$ cat src/rtl/vga_timing_pkg.sv
// Shared timing constants, coordinate type and controller state encoding for
// the VGA timing controller. The defaults describe 640x480 at 60 Hz from a
// 100 MHz system clock.
package vga_timing_pkg;

    localparam int H_VIS_DEF = 640;
    localparam int H_FP_DEF  = 16;
    localparam int H_SW_DEF  = 96;
    localparam int H_BP_DEF  = 48;
    localparam int V_VIS_DEF = 480;
    localparam int V_FP_DEF  = 10;
    localparam int V_SW_DEF  = 2;
    localparam int V_BP_DEF  = 33;
    localparam int DIV_DEF   = 4;

    localparam int H_TOT_DEF = H_VIS_DEF + H_FP_DEF + H_SW_DEF + H_BP_DEF;
    localparam int V_TOT_DEF = V_VIS_DEF + V_FP_DEF + V_SW_DEF + V_BP_DEF;

    localparam int COORD_W = 10;
    typedef logic [COORD_W-1:0] coord_t;

    typedef enum logic [1:0] {
        ST_IDLE  = 2'd0,
        ST_RUN   = 2'd1,
        ST_DRAIN = 2'd2
    } state_t;

    // Half-open window test used by the sync decoders: lo <= pos < hi.
    function automatic logic in_window(coord_t pos, coord_t lo, coord_t hi);
        return (pos >= lo) && (pos < hi);
    endfunction

endpackage

$ cat src/rtl/vga_timing_ctrl_if.sv
// Video timing bundle between the timing controller (master) and its
// consumer (slave). frame_count exists only when VGA_FRAME_CNT_EN is defined.
interface vga_timing_ctrl_if;

    logic                   enable;
    logic                   pix_tick;
    logic                   hsync;
    logic                   vsync;
    logic                   video_on;
    vga_timing_pkg::coord_t pixel_x;
    vga_timing_pkg::coord_t pixel_y;
    logic                   frame_start;
    logic                   busy;
`ifdef VGA_FRAME_CNT_EN
    logic [15:0]            frame_count;
`endif

    modport master (
`ifdef VGA_FRAME_CNT_EN
        output frame_count,
`endif
        input  enable,
        output pix_tick,
        output hsync,
        output vsync,
        output video_on,
        output pixel_x,
        output pixel_y,
        output frame_start,
        output busy
    );

    modport slave (
`ifdef VGA_FRAME_CNT_EN
        input  frame_count,
`endif
        output enable,
        input  pix_tick,
        input  hsync,
        input  vsync,
        input  video_on,
        input  pixel_x,
        input  pixel_y,
        input  frame_start,
        input  busy
    );

endinterface

$ cat src/rtl/vga_pix_tick.sv
// Pixel-rate strobe: a 0..DIV-1 counter that free-runs while run is high and
// is parked at 0 otherwise, so the first strobe after start lands DIV clocks in.
module vga_pix_tick #(
    parameter int DIV = 4
) (
    input  logic clk,
    input  logic reset,
    input  logic run,
    output logic pix_tick
);

    localparam int            CW   = (DIV > 1) ? $clog2(DIV) : 1;
    localparam logic [CW-1:0] LAST = CW'(DIV - 1);

    logic [CW-1:0] cnt_q;
    logic [CW-1:0] cnt_d;

    // Next divider count: wrap at DIV-1, clear whenever the timing is stopped.
    always_comb begin
        cnt_d = cnt_q;
        if (!run) begin
            cnt_d = '0;
        end else if (cnt_q == LAST) begin
            cnt_d = '0;
        end else begin
            cnt_d = cnt_q + 1'b1;
        end
    end

    // Divider count register.
    always_ff @(posedge clk) begin
        if (reset) begin
            cnt_q <= '0;
        end else begin
            cnt_q <= cnt_d;
        end
    end

    assign pix_tick = run && (cnt_q == LAST);

endmodule

$ cat src/rtl/vga_timing_ctrl.sv
// VGA timing controller: pixel/line counters, sync and visibility decode,
// and a run/drain sequencer that always lets a started frame finish.
// Optional: define VGA_FRAME_CNT_EN to add a 16-bit frame_count output.
//
// state    | meaning
// ---------+-----------------------------------------------------------
// ST_IDLE  | timing stopped, counters parked at 0, syncs inactive
// ST_RUN   | enable high, frames repeat continuously
// ST_DRAIN | enable dropped, finishing current frame before going idle
module vga_timing_ctrl
    import vga_timing_pkg::*;
#(
    parameter int H_VIS = H_VIS_DEF,
    parameter int H_FP  = H_FP_DEF,
    parameter int H_SW  = H_SW_DEF,
    parameter int H_BP  = H_BP_DEF,
    parameter int V_VIS = V_VIS_DEF,
    parameter int V_FP  = V_FP_DEF,
    parameter int V_SW  = V_SW_DEF,
    parameter int V_BP  = V_BP_DEF,
    parameter int DIV   = DIV_DEF
) (
    input logic               clk,
    input logic               reset,
    vga_timing_ctrl_if.master bus
);

    // Totals must fit the 10-bit coordinate type (H_TOT, V_TOT <= 1024).
    localparam coord_t H_LAST  = coord_t'(H_VIS + H_FP + H_SW + H_BP - 1);
    localparam coord_t V_LAST  = coord_t'(V_VIS + V_FP + V_SW + V_BP - 1);
    localparam coord_t H_VIS_C = coord_t'(H_VIS);
    localparam coord_t V_VIS_C = coord_t'(V_VIS);
    localparam coord_t HS_BEG  = coord_t'(H_VIS + H_FP);
    localparam coord_t HS_END  = coord_t'(H_VIS + H_FP + H_SW);
    localparam coord_t VS_BEG  = coord_t'(V_VIS + V_FP);
    localparam coord_t VS_END  = coord_t'(V_VIS + V_FP + V_SW);

    state_t state_q, state_d;
    coord_t h_q, h_d;
    coord_t v_q, v_d;
    logic   hsync_q, hsync_d;
    logic   vsync_q, vsync_d;
    logic   video_on_q, video_on_d;

    logic   run;
    logic   pix_tick;
    logic   frame_wrap;
    logic   frame_start;

    assign run = (state_q != ST_IDLE);

    vga_pix_tick #(
        .DIV (DIV)
    ) u_pix_tick (
        .clk      (clk),
        .reset    (reset),
        .run      (run),
        .pix_tick (pix_tick)
    );

    assign frame_wrap  = pix_tick && (h_q == H_LAST) && (v_q == V_LAST);
    assign frame_start = pix_tick && (h_q == '0) && (v_q == '0);

    // Sequencer next state. In DRAIN the enable level wins over the frame wrap,
    // so a re-raise on the wrap clock keeps the timing running.
    always_comb begin
        state_d = state_q;
        unique case (state_q)
            ST_IDLE:  if (bus.enable) state_d = ST_RUN;
            ST_RUN:   if (!bus.enable) state_d = ST_DRAIN;
            ST_DRAIN: begin
                if (bus.enable) begin
                    state_d = ST_RUN;
                end else if (frame_wrap) begin
                    state_d = ST_IDLE;
                end
            end
            default:  state_d = ST_IDLE;
        endcase
    end

    // Next counters and the sync/visibility decode of the next position, so the
    // registered flags line up with the registered coordinates.
    always_comb begin
        h_d = h_q;
        v_d = v_q;
        if (pix_tick) begin
            if (h_q == H_LAST) begin
                h_d = '0;
                v_d = (v_q == V_LAST) ? '0 : v_q + 1'b1;
            end else begin
                h_d = h_q + 1'b1;
            end
        end
        if (state_d == ST_IDLE) begin
            h_d = '0;
            v_d = '0;
        end

        hsync_d    = 1'b1;
        vsync_d    = 1'b1;
        video_on_d = 1'b0;
        if (state_d != ST_IDLE) begin
            hsync_d    = !in_window(h_d, HS_BEG, HS_END);
            vsync_d    = !in_window(v_d, VS_BEG, VS_END);
            video_on_d = (h_d < H_VIS_C) && (v_d < V_VIS_C);
        end
    end

    // State, counter and decoded-output registers.
    always_ff @(posedge clk) begin
        if (reset) begin
            state_q    <= ST_IDLE;
            h_q        <= '0;
            v_q        <= '0;
            hsync_q    <= 1'b1;
            vsync_q    <= 1'b1;
            video_on_q <= 1'b0;
        end else begin
            state_q    <= state_d;
            h_q        <= h_d;
            v_q        <= v_d;
            hsync_q    <= hsync_d;
            vsync_q    <= vsync_d;
            video_on_q <= video_on_d;
        end
    end

    assign bus.pix_tick    = pix_tick;
    assign bus.frame_start = frame_start;
    assign bus.hsync       = hsync_q;
    assign bus.vsync       = vsync_q;
    assign bus.video_on    = video_on_q;
    assign bus.pixel_x     = h_q;
    assign bus.pixel_y     = v_q;
    assign bus.busy        = run;

`ifdef VGA_FRAME_CNT_EN
    logic [15:0] frame_count_q;

    // Frame counter, wraps naturally at 16 bits.
    always_ff @(posedge clk) begin
        if (reset) begin
            frame_count_q <= '0;
        end else if (frame_start) begin
            frame_count_q <= frame_count_q + 16'd1;
        end
    end

    assign bus.frame_count = frame_count_q;
`endif

endmodule
$ cat src/flat_wrapper.sv
// flat-port wrapper written by rule: the top's interface ports become plain ports
module vga_timing_ctrl_flat import vga_timing_pkg::*;
#(
    parameter int H_VIS = H_VIS_DEF,
    parameter int H_FP  = H_FP_DEF,
    parameter int H_SW  = H_SW_DEF,
    parameter int H_BP  = H_BP_DEF,
    parameter int V_VIS = V_VIS_DEF,
    parameter int V_FP  = V_FP_DEF,
    parameter int V_SW  = V_SW_DEF,
    parameter int V_BP  = V_BP_DEF,
    parameter int DIV   = DIV_DEF
)
  (clk, reset, bus_enable, bus_pix_tick, bus_hsync, bus_vsync, bus_video_on, bus_pixel_x, bus_pixel_y, bus_frame_start, bus_busy);
  vga_timing_ctrl_if bus_i ();
  input logic clk;
  input logic reset;
  input wire logic [$bits(bus_i.enable)-1:0] bus_enable;
  output wire logic [$bits(bus_i.pix_tick)-1:0] bus_pix_tick;
  output wire logic [$bits(bus_i.hsync)-1:0] bus_hsync;
  output wire logic [$bits(bus_i.vsync)-1:0] bus_vsync;
  output wire logic [$bits(bus_i.video_on)-1:0] bus_video_on;
  output wire logic [$bits(bus_i.pixel_x)-1:0] bus_pixel_x;
  output wire logic [$bits(bus_i.pixel_y)-1:0] bus_pixel_y;
  output wire logic [$bits(bus_i.frame_start)-1:0] bus_frame_start;
  output wire logic [$bits(bus_i.busy)-1:0] bus_busy;
  assign bus_i.enable = bus_enable;
  assign bus_pix_tick = bus_i.pix_tick;
  assign bus_hsync = bus_i.hsync;
  assign bus_vsync = bus_i.vsync;
  assign bus_video_on = bus_i.video_on;
  assign bus_pixel_x = bus_i.pixel_x;
  assign bus_pixel_y = bus_i.pixel_y;
  assign bus_frame_start = bus_i.frame_start;
  assign bus_busy = bus_i.busy;
  vga_timing_ctrl #(.H_VIS(H_VIS), .H_FP(H_FP), .H_SW(H_SW), .H_BP(H_BP), .V_VIS(V_VIS), .V_FP(V_FP), .V_SW(V_SW), .V_BP(V_BP), .DIV(DIV)) u_core (.clk(clk), .reset(reset), .bus(bus_i));
endmodule
$ cat config.mk
export PLATFORM = sky130hd
export DESIGN_NAME = vga_timing_ctrl_flat
export DESIGN_NICKNAME = d
export VERILOG_FILES = /design/src/rtl/vga_timing_pkg.sv /design/src/rtl/vga_timing_ctrl_if.sv /design/src/rtl/vga_pix_tick.sv /design/src/rtl/vga_timing_ctrl.sv /design/src/flat_wrapper.sv
export SDC_FILE = /design/constraint.sdc
export NUM_CORES = 1
export LEC_CHECK = 0
export BUFFER_PORTS_ARGS = -buffer_cell sky130_fd_sc_hd__buf_4
export CORE_UTILIZATION = 55
export DETAILED_ROUTE_END_ITERATION = 8
export PLACE_DENSITY = 0.79
export REMOVE_ABC_BUFFERS = 1
export SKIP_LAST_GASP = 1
export SLEW_MARGIN = 40
export SYNTH_ARGS = -nofsm -noshare
export SYNTH_HDL_FRONTEND = slang
export SYNTH_SLANG_ARGS = --single-unit
export TNS_END_PERCENT = 1
$ cat constraint.sdc
create_clock -name clk -period 2.61 [get_ports clk]
set_input_delay 0.1305 -clock clk [delete_from_list [all_inputs] [get_ports clk]]
set_output_delay 0.1305 -clock clk [all_outputs]
set_load 0.1 [all_outputs]
==> metrics.md <==
| Metric | Value |
|---|---|
| WL per Instance | around 15 µm |
| Commonest non-fill, non-tap cells in the layout | buf_4, nor2_1, dfxtp_1, a21oi_1, nand2_1 |
| Post-CTS sizing | 0 |
| Worst-skew pair later-pin latency | 330 ps |
| IO Port Bufs | 28 |
| # setup viols final | 0 |
| Max Clock Skew | about 11 ps |
| Layout area overhead | 13.8% |
| CTS Root Cell | clkbuf_4 |
| Post-synthesis mux area share | 0% |
| Remaining global-route overflow | 0 |
| Setup Buffers After CTS | 0 |
| Clk buf depth | 2 |
| Initial antenna violation count | 0 |
| Arr. time, crit path | between 2000 and 3000 ps |
| Worst setup margin | 195 ps |
| Critical path fanouts, max | 6 |
| Maxcap violations | 0 |
| Routed vias | 1527 |
| Area of the core | between 0.002 and 0.003 mm² |
| Post-Synth Adder-Cell Area | under 10% |
| Setup_tns | 0 ps |
| Async set-or-reset flop fraction in the synthesized netlist | 0% |
| Vias/cell | around 6 |
| Post-detail-place hpwl | approximately 2.9 mm |
| Vias in the first global route | approximately 1400 |
| Slew @ Worst Pin | around 600 ps |
| Non-filler instance count after layout | 253 |
| CTS clk-pin slew, worst paths | ~160 ps |
| # IOs | 29 |
| Commonest non-fill, non-tap cell in the layout | buf_4 |
| Placement Setup Slack | 289 ps |
| Top-area cell type share of the netlist area | around 33% |
| Ys Warns | 0 |
| Initial Util | between 50% and 60% |
| Total die area | between 0.003 and 0.004 mm² |
| Slew HR | roughly three fifths |
| Final GP Congestion | 0.872 |
| CTS tree | yes |
| H-Tree Depth | 1 |
| Maximum VDD drop | approximately 0.31 mV |
| Antenna Nets Post-Route | 0 |
| Post-synthesis simple-gate area fraction | between 30% and 40% |
| Finished Core Util | 66.4% |
| Post-layout nets | between 200 and 250 |
| Num CTS Buffers | 3 |
| Netlist cell types | between 40 and 50 |
| Final Cycle Share | approximately 90% |
| Synthesized area per cell | between 8 and 9 µm² |
| Synth area leader | dfxtp_1 |
| Crit. End Element | register |
| DP Cell Count | 246 |
| Synthesis-stage register bit count | 27 |
| Gr usage total | about 26% |
| Sequential area share after synthesis | 33.3% |
| Power per cell area | about 360 mW/mm² |
| Initial drt markers | 81 |
| Die width | around 56 µm |
| Global-route wire length before repair | around 6.5 mm |
| Drt total wl | roughly 3.8 mm |
| Ant. Diodes | 0 |
| Area fraction in compound gates after synthesis | 17.6% |
| WS Path Type | register to register |
| Cell area after synthesis | 0.00162 mm² |
| HP Class | register to register |
| Outcome | complete, no violations |
| Startpoint Class | register |
| Die Ht | between 50 and 60 µm |
| Tmin final | roughly 2400 ps |
| Clock tree sinks | 27 |
| PnR Total Power | approximately 0.66 mW |
| Largest net degree at the start of global routing | 16 |
| Max Slew Vio Count | 0 |
| Drt first pass iters | 4 |
| Top cells by area, synth | dfxtp_1, nor2_1, a21oi_1, ha_1, xnor2_1 |
| Synth Instances | 193 |
| Layout cell share with drive strength beyond 1 | 19.8% |
| Synth Area in XOR/XNOR | between 5 and 6% |
| Main combinational cell family by area after synthesis | simple AND/OR/NAND/NOR gates |
| Most common flop cell mapped by yosys | dfxtp_1 |
| Row Count | 19 |
| Number of synthesized flops with an enable pin | 0 |
| DRC Markers | 0 |
| Final hold violations | 0 |
| Req. time, crit path | between 2000 and 3000 ps |
| Fmax | approximately 410 MHz |
| Static leakage | about 0.71 nW |
| Unrepaired setup endpoints after global routing | no |
==> cell families after synthesis <==
family,after synthesis
AND/OR/NAND/NOR,91
flip-flops,27
buffers and inverters,17
AO/OA/AOI/OAI,43
XOR/XNOR,10
adder cells (fa/ha/maj),5
==> per-layer routing <==
metal	GRT usage (%)	vias to the layer above	wire length [µm]
li1	-	762	-
met1	36.3	708	1810
met2	40.8	52	1740
met3	3.46	5	219
met4	6.97	0	42
met5	0	-	0
==> synthesized netlist by cell type (all sizes together) (5+ instances only) <==
master  count
inv         7
nand2      15
o21ai       8
nand3       6
nor3        7
nand4       5
o211ai      5
nor4        7
buf         7
xnor2       7
ha          5
dfxtp      27
a21oi      17
or3         6
nor2       29
==> registers in the layout (all words and copies together) (netlist names) <==
signal / count
u_core.bus.video_on: 1
u_core.bus.vsync: 1
u_core.u_pix_tick.cnt_q: 2
u_core.bus.pixel_x: 10
u_core.bus.hsync: 1
u_core.bus.pixel_y: 10
u_core.state_q: 2
==> what timing repair did <==
item                                    4_1_cts  5_1_grt
hold buffers                                  3        0
endpoints found under the hold margin         3        0
endpoints found under the setup margin        0        0
==> layout make-up <==
cell class	instances	area (µm²)
sequential	27	541
inverter	7	26.3
fill	243	935
clock buffer	3	22.5
multi-input combinational	149	943
clock inverter	1	5.00
timing repair buffer	35	270
tap	31	38.8
==> final timing paths <==
check | startpoint | endpoint | slack, ps | cells past startpoint
max | u_core.bus.pixel_x[1] | u_core.bus.pixel_y[4] | 200 | 7
min | u_core.u_pix_tick.cnt_q[0] | u_core.u_pix_tick.cnt_q[0] | 450 | 1
max reg2reg | u_core.bus.pixel_x[1] | u_core.bus.pixel_y[4] | 200 | 7
min reg2reg | u_core.u_pix_tick.cnt_q[0] | u_core.u_pix_tick.cnt_q[0] | 450 | 1
==> critical path, stage by stage, from the launching register on <==
cell	delay [ps]
dfxtp_1	440
ha_1	270
nand4_1	220
nor4_1	500
buf_4	250
nand4_1	180
or3_1	350
a21oi_1	140
==> power by group <==
| group | internal, mW | leakage (nW) | switching, mW | total (mW) |
|---|---|---|---|---|
| registers | 0.416 | 0.218 | 0.00378 | 0.420 |
| clock network | 0.0576 | 0.0177 | 0.130 | 0.188 |
| logic | 0.0169 | 0.471 | 0.0356 | 0.0525 |
==> stage by stage <==
step / instance area (µm²) / hold slack [ps]
finish: 1850 / 448
global route: 1850 / 464
CTS: 1850 / 447
detailed placement: 1790 / 347
global placement: 1790 / 340
floorplan: 1510 / 203
No activity file was read; power rests on OpenSTA's default activity.
